`src/rtl/led_fade_scheduler.sv`:
```
// Eight-channel LED brightness fader: per-channel ramps stepped by a prescaled tick,
// with round-robin write-back of changed brightness values to a PWM engine.

module led_fade_ch (
  input  logic       clk,
  input  logic       rst_n,
  input  logic       tick,
  input  logic       acc,
  input  logic       grant,
  input  logic [7:0] cmd_target,
  input  logic [3:0] cmd_rate,
  output logic [7:0] cur,
  output logic       dirty,
  output logic       moving
);
  logic [7:0] tgt;
  logic [3:0] rate, rcnt, rinc;
  logic       step, changed;

  assign moving = (cur != tgt);

  always_comb begin
    rinc    = rcnt + 4'd1;
    step    = !acc && tick && moving && (rate != 4'd0) && (rinc == rate);
    changed = acc ? ((cmd_rate == 4'd0) && (cmd_target != cur)) : step;
  end

  always_ff @(posedge clk or negedge rst_n) begin
    if (!rst_n) begin
      cur   <= '0;
      tgt   <= '0;
      rate  <= '0;
      rcnt  <= '0;
      dirty <= 1'b0;
    end else begin
      // A command in the same cycle as a tick wins; the tick is dropped for this lane.
      if (acc) begin
        tgt  <= cmd_target;
        rate <= cmd_rate;
        rcnt <= '0;
        if (cmd_rate == 4'd0) cur <= cmd_target;
      end else if (tick && moving && (rate != 4'd0)) begin
        if (rinc == rate) begin
          rcnt <= '0;
          cur  <= (tgt > cur) ? cur + 8'd1 : cur - 8'd1;
        end else begin
          rcnt <= rinc;
        end
      end
      // A fresh change keeps the channel dirty even if it was granted this cycle.
      if (changed)    dirty <= 1'b1;
      else if (grant) dirty <= 1'b0;
    end
  end
endmodule

module led_fade_scheduler #(
  parameter int CLK_FREQ = 25_000_000,
  parameter int TICK_HZ  = 1000
) (
  input  logic       clk,
  input  logic       rst_n,
  input  logic       cmd_valid,
  output logic       cmd_ready,
  input  logic [2:0] cmd_ch,
  input  logic [7:0] cmd_target,
  input  logic [3:0] cmd_rate,
  output logic       pwm_wr_en,
  output logic [2:0] pwm_wr_ch,
  output logic [7:0] pwm_wr_val,
  output logic [7:0] busy
);
  localparam int NUM_CH = 8;
  localparam int DIV    = CLK_FREQ / TICK_HZ;
  localparam int PW     = (DIV > 2) ? $clog2(DIV) : 1;

  logic [PW-1:0]          presc;
  logic                   tick, accept;
  logic [NUM_CH-1:0][7:0] cur;
  logic [NUM_CH-1:0]      dirty, moving, gnt;
  logic [2:0]             last, gnt_idx, idx;
  logic                   gnt_vld;

  assign tick   = (presc == PW'(DIV - 1));
  assign accept = cmd_valid && cmd_ready;

  always_ff @(posedge clk or negedge rst_n) begin
    if (!rst_n) presc <= '0;
    else        presc <= tick ? '0 : presc + 1'b1;
  end

  for (genvar g = 0; g < NUM_CH; g++) begin : g_ch
    led_fade_ch u_ch (
      .clk        (clk),
      .rst_n      (rst_n),
      .tick       (tick),
      .acc        (accept && (cmd_ch == 3'(g))),
      .grant      (gnt[g]),
      .cmd_target (cmd_target),
      .cmd_rate   (cmd_rate),
      .cur        (cur[g]),
      .dirty      (dirty[g]),
      .moving     (moving[g])
    );
  end

  // Scan downward so the smallest offset from last+1 is the one that sticks.
  always_comb begin
    gnt_vld = 1'b0;
    gnt_idx = last;
    gnt     = '0;
    idx     = '0;
    for (int i = NUM_CH - 1; i >= 0; i--) begin
      idx = last + 3'd1 + 3'(i);
      if (dirty[idx]) begin
        gnt_vld = 1'b1;
        gnt_idx = idx;
      end
    end
    if (gnt_vld) gnt[gnt_idx] = 1'b1;
  end

  always_ff @(posedge clk or negedge rst_n) begin
    if (!rst_n) begin
      cmd_ready  <= 1'b0;
      pwm_wr_en  <= 1'b0;
      pwm_wr_ch  <= '0;
      pwm_wr_val <= '0;
      busy       <= '0;
      last       <= 3'd7;
    end else begin
      cmd_ready <= !accept;
      pwm_wr_en <= gnt_vld;
      busy      <= moving;
      if (gnt_vld) begin
        pwm_wr_ch  <= gnt_idx;
        pwm_wr_val <= cur[gnt_idx];
        last       <= gnt_idx;
      end
    end
  end
endmodule

```
`config.mk`:
```
export PLATFORM = sky130hd
export DESIGN_NAME = led_fade_scheduler
export DESIGN_NICKNAME = d
export VERILOG_FILES = /design/src/rtl/led_fade_scheduler.sv
export SDC_FILE = /design/constraint.sdc
export NUM_CORES = 1
export LEC_CHECK = 0
export ABC_CLOCK_PERIOD_IN_PS = 4500
export BUFFER_PORTS_ARGS = -buffer_cell sky130_fd_sc_hd__buf_2
export CAP_MARGIN = 5
export CORE_UTILIZATION = 58
export DETAILED_ROUTE_END_ITERATION = 7
export HOLD_SLACK_MARGIN = 0.12
export PLACE_DENSITY_LB_ADDON = 0.08
export SLEW_MARGIN = 20
export SYNTH_ARGS = -nofsm -noshare
export SYNTH_HDL_FRONTEND = slang
export SYNTH_HIERARCHICAL = 1
export SYNTH_SLANG_ARGS = --single-unit
```
`constraint.sdc`:
```
create_clock -name clk -period 4.5 [get_ports clk]
set_clock_uncertainty 0.1 [all_clocks]
set_input_delay 1.125 -clock clk [delete_from_list [all_inputs] [get_ports clk]]
set_output_delay 1.125 -clock clk [all_outputs]
set_load 0.02 [all_outputs]
```
==> results of run 1 <==
metal layers:
| metal | vias up | global-route usage [%] | part of all wire [%] |
|---|---|---|---|
| li1 | 6407 | - | - |
| met1 | 6447 | 41.1 | 47 |
| met2 | 333 | 46.8 | 45 |
| met3 | 64 | 4.32 | 5.7 |
| met4 | 0 | 6.43 | 2.2 |
| met5 | - | 0 | 0 |
logic make-up after synthesis:
logic type,share of synthesized area [%]
xor+xnor,8.57
buf+inv,5.41
fa+ha+maj,10.5
simple gates,15.4
compound gates,15.8
flops,35.0
mux,9.29
path summary, 6_finish.rpt:
check | slack (ns) | startpoint | end | depth (start not counted)
max in group asynchronous | 2.92 | rst_n | g_ch[6].u_ch/rcnt[1]$_DFFE_PN0P_ | 2
setup / recovery | 0.20 | last[0]$_DFFE_PN1P_ | pwm_wr_val[2]$_DFFE_PN0P_ | 13
hold / removal | 0.36 | presc[0]$_DFF_PN0_ | presc[0]$_DFF_PN0_ | 1
setup reg to reg | 0.20 | last[0]$_DFFE_PN1P_ | pwm_wr_val[2]$_DFFE_PN0P_ | 13
min in group asynchronous | 0.51 | rst_n | presc[11]$_DFF_PN0_ | 1
hold reg to reg | 0.36 | presc[0]$_DFF_PN0_ | presc[0]$_DFF_PN0_ | 1
power by group through the flow:
stage	Sequential, W	Combinational, W	Clock, W
final	0.00300	0.00625	0.00226
after CTS	0.00299	0.00606	0.00230
after global placement	0.00302	0.00583	0
after floorplan	0.00291	0.00484	0
after global routing	0.00304	0.00685	0.00237
after detailed placement	0.00302	0.00602	0
cell type report:
class | count | area, sq um | share of cell area [%]
Clock buffer | 41 | 851 | 4.57
Clock inverter | 12 | 65.1 | 0.350
Inverter | 150 | 563 | 3.03
Multi-Input combinational cell | 1317 | 10200 | 55.0
Sequential cell | 239 | 5980 | 32.2
Tap cell | 384 | 480 | 2.58
Timing Repair Buffer | 66 | 423 | 2.27
repair_timing:
action / in CTS / in global routing
setup buffers: 0 / 1
gates resized for setup: 0 / 2
endpoints found under the setup margin: 0 / 8
Yosys cell counts (all sizes together), types with 36 or more instances:
master  number
dfrtp      236
inv        149
nand2      146
ha         131
o21ai      118
xnor2      115
nor2       104
a21oi       86
mux2i       67
mux2        65
xor2        42
nand3       39
o211ai      36
stage by stage:
step	std cells	total power [W]	util (%)
after floorplan	1761	0.00775	-
after global placement	2154	0.00885	61.1
after detailed placement	2154	0.00903	61.1
after CTS	2207	0.0113	64.3
after global routing	2209	0.0123	64.4
final	2209	0.0115	64.4
registers in the layout, indices dropped and copies added, names as in the netlist, 3 cells and up:
| register | cells |
|---|---|
| presc | 15 |
| last | 3 |
| g_ch.u_ch/cur | 64 |
| g_ch.u_ch/dirty | 8 |
| pwm_wr_ch | 3 |
| g_ch.u_ch/tgt | 64 |
| pwm_wr_val | 8 |
| g_ch.u_ch/rcnt | 32 |
| g_ch.u_ch/rate | 32 |
| busy | 8 |
critical path: stages (launching register included):
cell      delay, ns
dfstp_2        0.59
clkinv_1       0.11
ha_2           0.45
buf_4          0.17
buf_4          0.18
mux4_2         0.56
mux2i_1        0.27
nor2b_1        0.13
o31ai_4        0.36
xnor2_4        0.33
buf_4          0.27
mux2i_1        0.22
mux2i_1        0.11
a221o_1        0.35
layout by cell type, fill, tap and decap left out, drive strengths merged, types with 6 or more instances in the layout:
cell type	n
a211oi	14
a21o	25
a21oi	86
a221o	8
a22o	16
a31oi	9
a32oi	6
and2	23
and4	17
buf	66
clkbuf	41
clkinv	11
dfrtp	236
fa	8
ha	131
inv	149
mux2	65
mux2i	67
mux4	8
nand2	146
nand2b	16
nand3	39
nand4	27
nor2	104
nor2b	16
nor3	24
nor3b	19
nor4	6
nor4b	17
o211ai	36
o21a	23
o21ai	118
o41a	8
or4	8
xnor2	116
xor2	42
==> run_results.csv, run 1 <==
group,metric,value,unit
clock_network,tritoncts,"yes",
synth,yosys_most_used_dff,"dfrtp_1",
synth,synth_seq_cells,239,
clock_network,cts_hold_buf,0,
floorplan,start_util,59.2,%
placement,post-dp-hpwl,29500,microns
pwr,p_switching,0.00476,W
synth,yosys-top-cells-area,"dfrtp_1 (35%), ha_1 (9.6%), xnor2_1 (5.8%), mux2_2 (4.2%), mux2i_1 (3.9%)",
placement,placed_area,0.0176,sq mm
synth,avgSynthCellArea,9.70,sq um
timing,slew_headroom,41.5,%
global_routing,track_usage,28.9,%
finish,final_nets,1960,
pwr,sw_frac_of_total,41.4,%
synth,async_flop_share,100,%
routing,wl_per_cell,19.6,microns
pwr,p_comb_share,54.3,%
routing,drt_first_pass_iters,5,
floorplan,fp.dieH,174,microns
worst_setup_path,critPathRequiredTime,4.84,ns
synth,synthDistinctLibCells,77,
pwr,clockPowerShare,19.6,%
finish,areaGrowthSynthToFinish,8.90,%
pwr,vdd_drop_max,0.545,mV
timing,hold_viol,0,
global_routing,grt_max_degree,103,
routing,drtAntennaViolNets,0,
routing,initialDrtViolationCount,1035,
timing,worst_pin_slew,0.878,ns
clock_network,clock-sinks,239,
global_routing,antenna_found_initial,0,
synth,synth_top_area_cell,"dfrtp_1",
timing,finalHoldWorstSlack,0.359,ns
global_routing,overflow,0,
clock_network,insertion_delay,0.55,ns
clock_network,htreeDepth,1,
timing,finalWorstSetupSlack,0.201,ns
timing,finalSetupTns,0,ns
timing,fin_crit_sh,95.5,%
timing,slew_viol_final,0,
floorplan,fp.dieW,174,microns
status,status,"finished clean",
routing,vias,13300,
clock_network,cts_buffers,29,
placement,portBuffers,38,
synth,syn_nets,1918,
synth,synth-edff-count,0,
routing,finalWirelength,43200,microns
finish,final_cell_area,0.0186,sq mm
clock_network,root_buffer,"clkbuf_16",
floorplan,ios,39,
worst_setup_path,cp_max_fo,15,
finish,fill_cells,2415,
worst_setup_path,cp-end-kind,"flop",
hold_path,min_path_type,"flop to flop",
pwr,seqPwrFrac,26.0,%
timing,min_period,4.30,ns
finish,drive_gt1_share,14.5,%
timing,rsz0062_at_grt,"no",
clock_network,clock_path_buffers,3,
timing,setup_viol,0,
synth,synth_top_cell_area_share,34.6,%
pwr,p_leak,8.23,nW
synth,syn_inst,1761,
flow_run,drv_cap,0,
floorplan,core_area,0.0289,sq mm
global_routing,grt_pass1_wl,69900,microns
global_routing,grt_pass1_vias,13000,
floorplan,placementRows,62,
floorplan,dieArea,0.0301,sq mm
timing,fmax,0.233,GHz
synth,yosysWarningCount,6,
placement,place.gp.congestion,0.898,
worst_setup_path,cp_data_arrival_time,4.64,ns
routing,viasPerCell,6.00,
clock_network,clk_pin_slew,0.06,ns
routing,drc_errors,0,
pwr,p_per_area,619,mW/mm^2
pwr,internal-power,0.00675,W
worst_setup_path,worstSetupStartpointType,"flop",
placement,place_ws,0.0264,ns
finish,diodes,0,
worst_setup_path,crit_type,"flop to flop",
synth,netlist_area,0.0171,sq mm
synth,yosysSeqAreaShare,35.0,%
Note: power is estimated with default switching activity, not from simulation.
==> run 2: changes to the inputs <==
- SETUP_SLACK_MARGIN: not set -> 0.5
==> run 2 against run 1 <==
  * Via count rose by 1.6%
  * Critical path depth rose by 1
  * Combinational power up 11%
  * Final cell count grew 0.18%
  * Largest power group unchanged
  * Wire length increased by 3.8%
==> run_results.csv, run 2 (synthesis results as in run 1) <==
group,metric,value,unit
timing,worst_pin_slew,0.796,ns
pwr,internal-power,0.00737,W
worst_setup_path,ff2ff_path_depth,14,
pwr,vdd_drop_max,0.698,mV
clock_network,clk_pin_slew,0.06,ns
hold_path,holdPathEnd,"cmd_ready$_DFF_PN0_",
status,status,"finished clean",
global_routing,grt_pass1_vias,13100,
routing,viasPerCell,6.08,
pwr,clockPowerShare,19.3,%
pwr,p_comb_share,56.4,%
floorplan,start_util,59.2,%
global_routing,antenna_found_initial,1,
timing,setup_viol,0,
routing,wl_per_cell,20.3,microns
floorplan,dieArea,0.0301,sq mm
worst_setup_path,worstSetupStartpointType,"flop",
hold_path,whs_path_depth,1,
routing,finalWirelength,44800,microns
clock_network,insertion_delay,0.55,ns
floorplan,core_area,0.0289,sq mm
floorplan,ios,39,
finish,biggestRegsByFlops,"g_ch.u_ch/cur (64), g_ch.u_ch/tgt (64)",
global_routing,overflow,0,
finish,final_cell_mix,"dfrtp_1 (236), inv_1 (149), nand2_1 (141)",
pwr,seqPwrFrac,24.4,%
finish,diodes,0,
global_routing,grt_max_degree,91,
timing,slew_headroom,46.9,%
floorplan,fp.dieH,174,microns
worst_setup_path,crit_type,"flop to flop",
worst_setup_path,reg2reg_slack,0.63,ns
placement,post-dp-hpwl,30700,microns
pwr,p_switching,0.00495,W
timing,slew_viol_final,0,
pwr,sw_frac_of_total,40.2,%
clock_network,clock_path_buffers,3,
hold_path,min_from,"cmd_ready$_DFF_PN0_",
timing,fin_crit_sh,86.0,%
worst_setup_path,rr_startpoint,"last[0]$_DFFE_PN1P_",
routing,initialDrtViolationCount,903,
worst_setup_path,r2r_end,"pwm_wr_val[5]$_DFFE_PN0P_",
routing,vias,13500,
finish,areaGrowthSynthToFinish,10.6,%
clock_network,tritoncts,"yes",
clock_network,root_buffer,"clkbuf_16",
worst_setup_path,cp-end-kind,"flop",
timing,min_period,3.87,ns
finish,final_nets,1967,
pwr,p_per_area,652,mW/mm^2
floorplan,fp.dieW,174,microns
routing,drtAntennaViolNets,0,
global_routing,grt_pass1_wl,71700,microns
finish,fin_util,65.5,%
clock_network,htreeDepth,1,
placement,place.gp.congestion,0.947,
floorplan,placementRows,62,
worst_setup_path,critPathRequiredTime,4.83,ns
hold_path,min_path_type,"flop to flop",
timing,rsz0062_at_grt,"no",
finish,drive_gt1_share,15.8,%
routing,drt_first_pass_iters,5,
finish,fill_cells,2384,
clock_network,cts_buffers,28,
worst_setup_path,cp_max_fo,15,
routing,drc_errors,0,
finish,final_common_cell,"dfrtp_1",
timing,hold_viol,0,
flow_run,drv_cap,0,
pwr,p_leak,8.35,nW
timing,fmax,0.258,GHz
global_routing,track_usage,29.9,%
placement,portBuffers,38,
worst_setup_path,cp_data_arrival_time,4.20,ns
timing,finalSetupTns,0,ns
clock_network,clock-sinks,239,
## run 2: cell types whose count changed in the layout (fill, tap and decap cells not counted), sizes merged
cell and delta:
buf +7, clkinv -4, bufinv +2, clkinvlp -2
clkbuf +1
## run 2: stage by stage
stage               power [W]  hold slack, ns  instances  cell area (sq um)  setup WS (ns)
floorplan             0.00777           0.333       1761              17100          0.530
CTS                    0.0119           0.376       2206              18700          0.512
global placement      0.00886           0.346       2152              17600          0.269
detailed placement    0.00903           0.367       2152              17600          0.188
global route           0.0131           0.396       2213              18900          0.480
finish                 0.0123           0.377       2213              18900          0.630
## run 2: worst max-delay path by stage
stage | from | to | depth (start not counted)
after floorplan | last[0]$_DFFE_PN1P_ | pwm_wr_val[6]$_DFFE_PN0P_ | 16
after global placement | last[0]$_DFFE_PN1P_ | pwm_wr_val[2]$_DFFE_PN0P_ | 12
after detailed placement | last[0]$_DFFE_PN1P_ | pwm_wr_val[6]$_DFFE_PN0P_ | 12
after CTS | last[0]$_DFFE_PN1P_ | pwm_wr_val[5]$_DFFE_PN0P_ | 13
after global routing | last[0]$_DFFE_PN1P_ | pwm_wr_val[5]$_DFFE_PN0P_ | 14
final | last[0]$_DFFE_PN1P_ | pwm_wr_val[5]$_DFFE_PN0P_ | 14
## run 2: area by class of cell
type	count	area [sq um]	area share, %
flip-flops and latches	239	5980	31.7
repair buffers	74	542	2.87
clock inverters	8	90.1	0.477
clock buffers	41	871	4.61
inverters	150	568	3.01
multi-input cells	1317	10400	54.8
well taps	384	480	2.54
## run 2: worst max-delay path, stage by stage, from the launching register on
cell and delay (ns):
dfstp_2 0.55, buf_4 0.26, ha_4 0.22, xnor3_1 0.46, mux2_2 0.35, nor2b_4 0.15, nor3b_4 0.23, o31ai_4 0.09
buf_6 0.15, xnor2_4 0.17, buf_12 0.15, buf_12 0.12, mux2i_1 0.23, mux2i_1 0.13, a221o_1 0.37
## run 2: repair_timing
action | 4_1_cts | 5_1_grt
hold buffers | 0 | 0
buffers inserted | 4 | 6
setup endpoints to repair | 17 | 21
resized for setup | 7 | 23
endpoints found under the hold margin | 0 | 0
cloned | 1 | 1
pin swaps | 3 | 2
## run 2: metal layers
| layer | GRT usage (%) | wire [microns] |
|---|---|---|
| met1 | 41.7 | 20200 |
| met2 | 47.6 | 20400 |
| met3 | 4.28 | 2630 |
| met4 | 10.1 | 1590 |
| met5 | 0 | 0 |
## run 2: power groups by stage
| stage | clock network [W] | logic (W) | registers (W) |
|---|---|---|---|
| final | 0.00237 | 0.00695 | 0.00300 |
| after CTS | 0.00241 | 0.00646 | 0.00299 |
| after global routing | 0.00249 | 0.00752 | 0.00304 |
| after global placement | 0 | 0.00584 | 0.00303 |
| after floorplan | 0 | 0.00486 | 0.00291 |
| after detailed placement | 0 | 0.00601 | 0.00302 |
==> run 3: changes to the inputs <==
- ABC_CLOCK_PERIOD_IN_PS: 4500 -> 3360
- clock period: 4.5 -> 3.36 ns (I/O delays scaled with it)
==> run 3 against run 2 <==
  * The run now ends with setup timing left
  * Sequential power rose by 31%
  * Final area grew 24%
  * Via count rose by 13%
  * Maximum frequency is 2.6% higher
  * Combinational power increased by 110%
  * Utilization grew 16 points
  * Total power is 77% higher
  * Critical path type unchanged
  * Largest cell class unchanged
  * Highest routed layer unchanged
==> run_results.csv, run 3 (synthesis results as in run 1) <==
group,metric,value,unit
status,status,"finished with violations",
status,violations,"setup timing",
worst_setup_path,worstSetupStartpointType,"flop",
worst_setup_path,rr_startpoint,"last[0]$_DFFE_PN1P_",
worst_setup_path,worstPathCellList,"clkinv_8 > ha_4 > buf_12 > xnor3_1 > mux2_4 > nor2b_4 > nor3b_4 > o31ai_4 > xnor2_4 > buf_4 > buf_12 > mux2i_2 > mux2i_1 > a221o_1",
worst_setup_path,cp_data_arrival_time,4.12,ns
floorplan,core_area,0.0289,sq mm
worst_setup_path,cp_max_fo,5,
worst_setup_path,cp_common_cell,"buf_12",
timing,min_period,3.77,ns
routing,wl_per_cell,21.5,microns
timing,fmax,0.265,GHz
timing,worst_pin_slew,0.903,ns
hold_path,holdPathEnd,"cmd_ready$_DFF_PN0_",
timing,finalWorstSetupSlack,-0.413,ns
floorplan,fp.dieW,174,microns
global_routing,grt_pass1_wl,79800,microns
placement,post-dp-hpwl,33400,microns
floorplan,fp.dieH,174,microns
global_routing,overflow,0,
worst_setup_path,cp-end-kind,"flop",
hold_path,whs_path_depth,2,
worst_setup_path,crit_type,"flop to flop",
hold_path,min_from,"cmd_valid",
clock_network,root_buffer,"clkbuf_16",
timing,slew_headroom,39.8,%
timing,hold_viol,0,
flow_run,drv_cap,0,
routing,vias,15200,
timing,rsz0062_at_grt,"yes",
floorplan,dieArea,0.0301,sq mm
worst_setup_path,ff2ff_path_depth,14,
finish,final_cell_mix,"dfrtp_1 (231), buf_4 (224), nand2_1 (136)",
clock_network,clk_pin_slew,0.06,ns
worst_setup_path,critPathRequiredTime,3.71,ns
pwr,vdd_drop_max,1.08,mV
timing,slew_viol_final,0,
placement,portBuffers,38,
clock_network,cts_buffers,29,
routing,drt_first_pass_iters,6,
global_routing,antenna_found_initial,1,
hold_path,min_path_type,"input port to flop",
timing,finalSetupTns,-5.88,ns
finish,biggestRegsByFlops,"g_ch.u_ch/cur (64), g_ch.u_ch/tgt (64)",
finish,final_common_cell,"dfrtp_1",
floorplan,start_util,59.2,%
clock_network,insertion_delay,0.57,ns
clock_network,htreeDepth,1,
worst_setup_path,max_stage_delay,0.60,ns
global_routing,track_usage,33.6,%
finish,diodes,0,
worst_setup_path,cp_slowest_cell,"dfstp_2",
clock_network,clock_path_buffers,3,
global_routing,grt_max_degree,79,
finish,final_nets,2237,
finish,drive_gt1_share,38.2,%
worst_setup_path,r2r_end,"pwm_wr_val[4]$_DFFE_PN0P_",
placement,place_ws,-0.318,ns
routing,finalWirelength,53400,microns
finish,fill_cells,1712,
finish,areaGrowthSynthToFinish,37.0,%
pwr,p_per_area,931,mW/mm^2
pwr,p_leak,10.1,nW
global_routing,grt_pass1_vias,14800,
routing,drtAntennaViolNets,0,
routing,drc_errors,0,
floorplan,ios,39,
clock_network,clock-sinks,239,
floorplan,placementRows,62,
placement,place.gp.congestion,0.903,
timing,fin_crit_sh,112,%
routing,initialDrtViolationCount,1117,
worst_setup_path,reg2reg_slack,-0.41,ns
timing,setup_viol,21,
clock_network,tritoncts,"yes",
routing,viasPerCell,6.10,
[run 3: report_power, final]
group | leakage [nW] | internal (W) | switching, W
Clock | 0.518 | 0.00218 | 0.00129
Sequential | 2.86 | 0.00344 | 0.000502
Combinational | 6.73 | 0.00783 | 0.00654
Total | 10.1 | 0.0134 | 0.00834
[run 3: layout make-up]
cell class / instances / area [sq um] / area share [%]
Clock buffer: 42 / 835 / 3.57
Clock inverter: 12 / 218 / 0.931
Inverter: 150 / 578 / 2.47
Multi-Input combinational cell: 1317 / 12200 / 52.3
Sequential cell: 239 / 5990 / 25.6
Tap cell: 384 / 480 / 2.05
Timing Repair Buffer: 343 / 3060 / 13.1
[run 3: through the flow]
stage	cell area [sq um]	util [%]	std cells	hold slack [ns]	power, W
6_report	23400	81.1	2487	0.393	0.0218
5_1_grt	23400	81.1	2487	0.408	0.0228
4_1_cts	22100	76.7	2432	0.372	0.0200
3_5_place_dp	19200	66.4	2268	0.365	0.0138
3_3_place_gp	19200	66.4	2268	0.347	0.0135
2_1_floorplan	17700	-	1761	0.333	0.0110
[run 3: worst max path at each step]
stage	startpoint	end	cells after the start
after floorplan	last[0]$_DFFE_PN1P_	pwm_wr_val[6]$_DFFE_PN0P_	16
after global placement	last[0]$_DFFE_PN1P_	g_ch[4].u_ch/dirty$_DFFE_PN0P_	15
after detailed placement	last[0]$_DFFE_PN1P_	pwm_wr_val[4]$_DFFE_PN0P_	12
after CTS	last[0]$_DFFE_PN1P_	pwm_wr_val[4]$_DFFE_PN0P_	13
after global routing	last[0]$_DFFE_PN1P_	pwm_wr_val[1]$_DFFE_PN0P_	14
final	last[0]$_DFFE_PN1P_	pwm_wr_val[4]$_DFFE_PN0P_	14
[run 3: critical path, delay by kind of cell (launching register included)]
| kind | cells | cell delay, ns |
|---|---|---|
| compound gates | 2 | 0.44 |
| xor+xnor | 2 | 0.69 |
| fa+ha+maj | 1 | 0.27 |
| buf+inv | 4 | 0.49 |
| flops | 1 | 0.60 |
| mux | 3 | 0.69 |
| simple gates | 2 | 0.36 |
[run 3: timing repair]
item                                   4_1_cts  5_1_grt
hold buffers                                 1        0
setup endpoints to repair                   71       86
resized for setup                          166      166
pin swaps                                   87       97
buffers inserted                           104       54
gates cloned                                 5        1
endpoints found under the hold margin       48        0
[run 3: layer usage]
| layer | vias to the layer above | routed length, microns | GRT usage [%] |
|---|---|---|---|
| li1 | 6948 | - | - |
| met1 | 7536 | 22100 | 44.8 |
| met2 | 517 | 25200 | 54.6 |
| met3 | 160 | 3400 | 4.87 |
| met4 | 0 | 2720 | 14.8 |
| met5 | - | 0 | 0 |
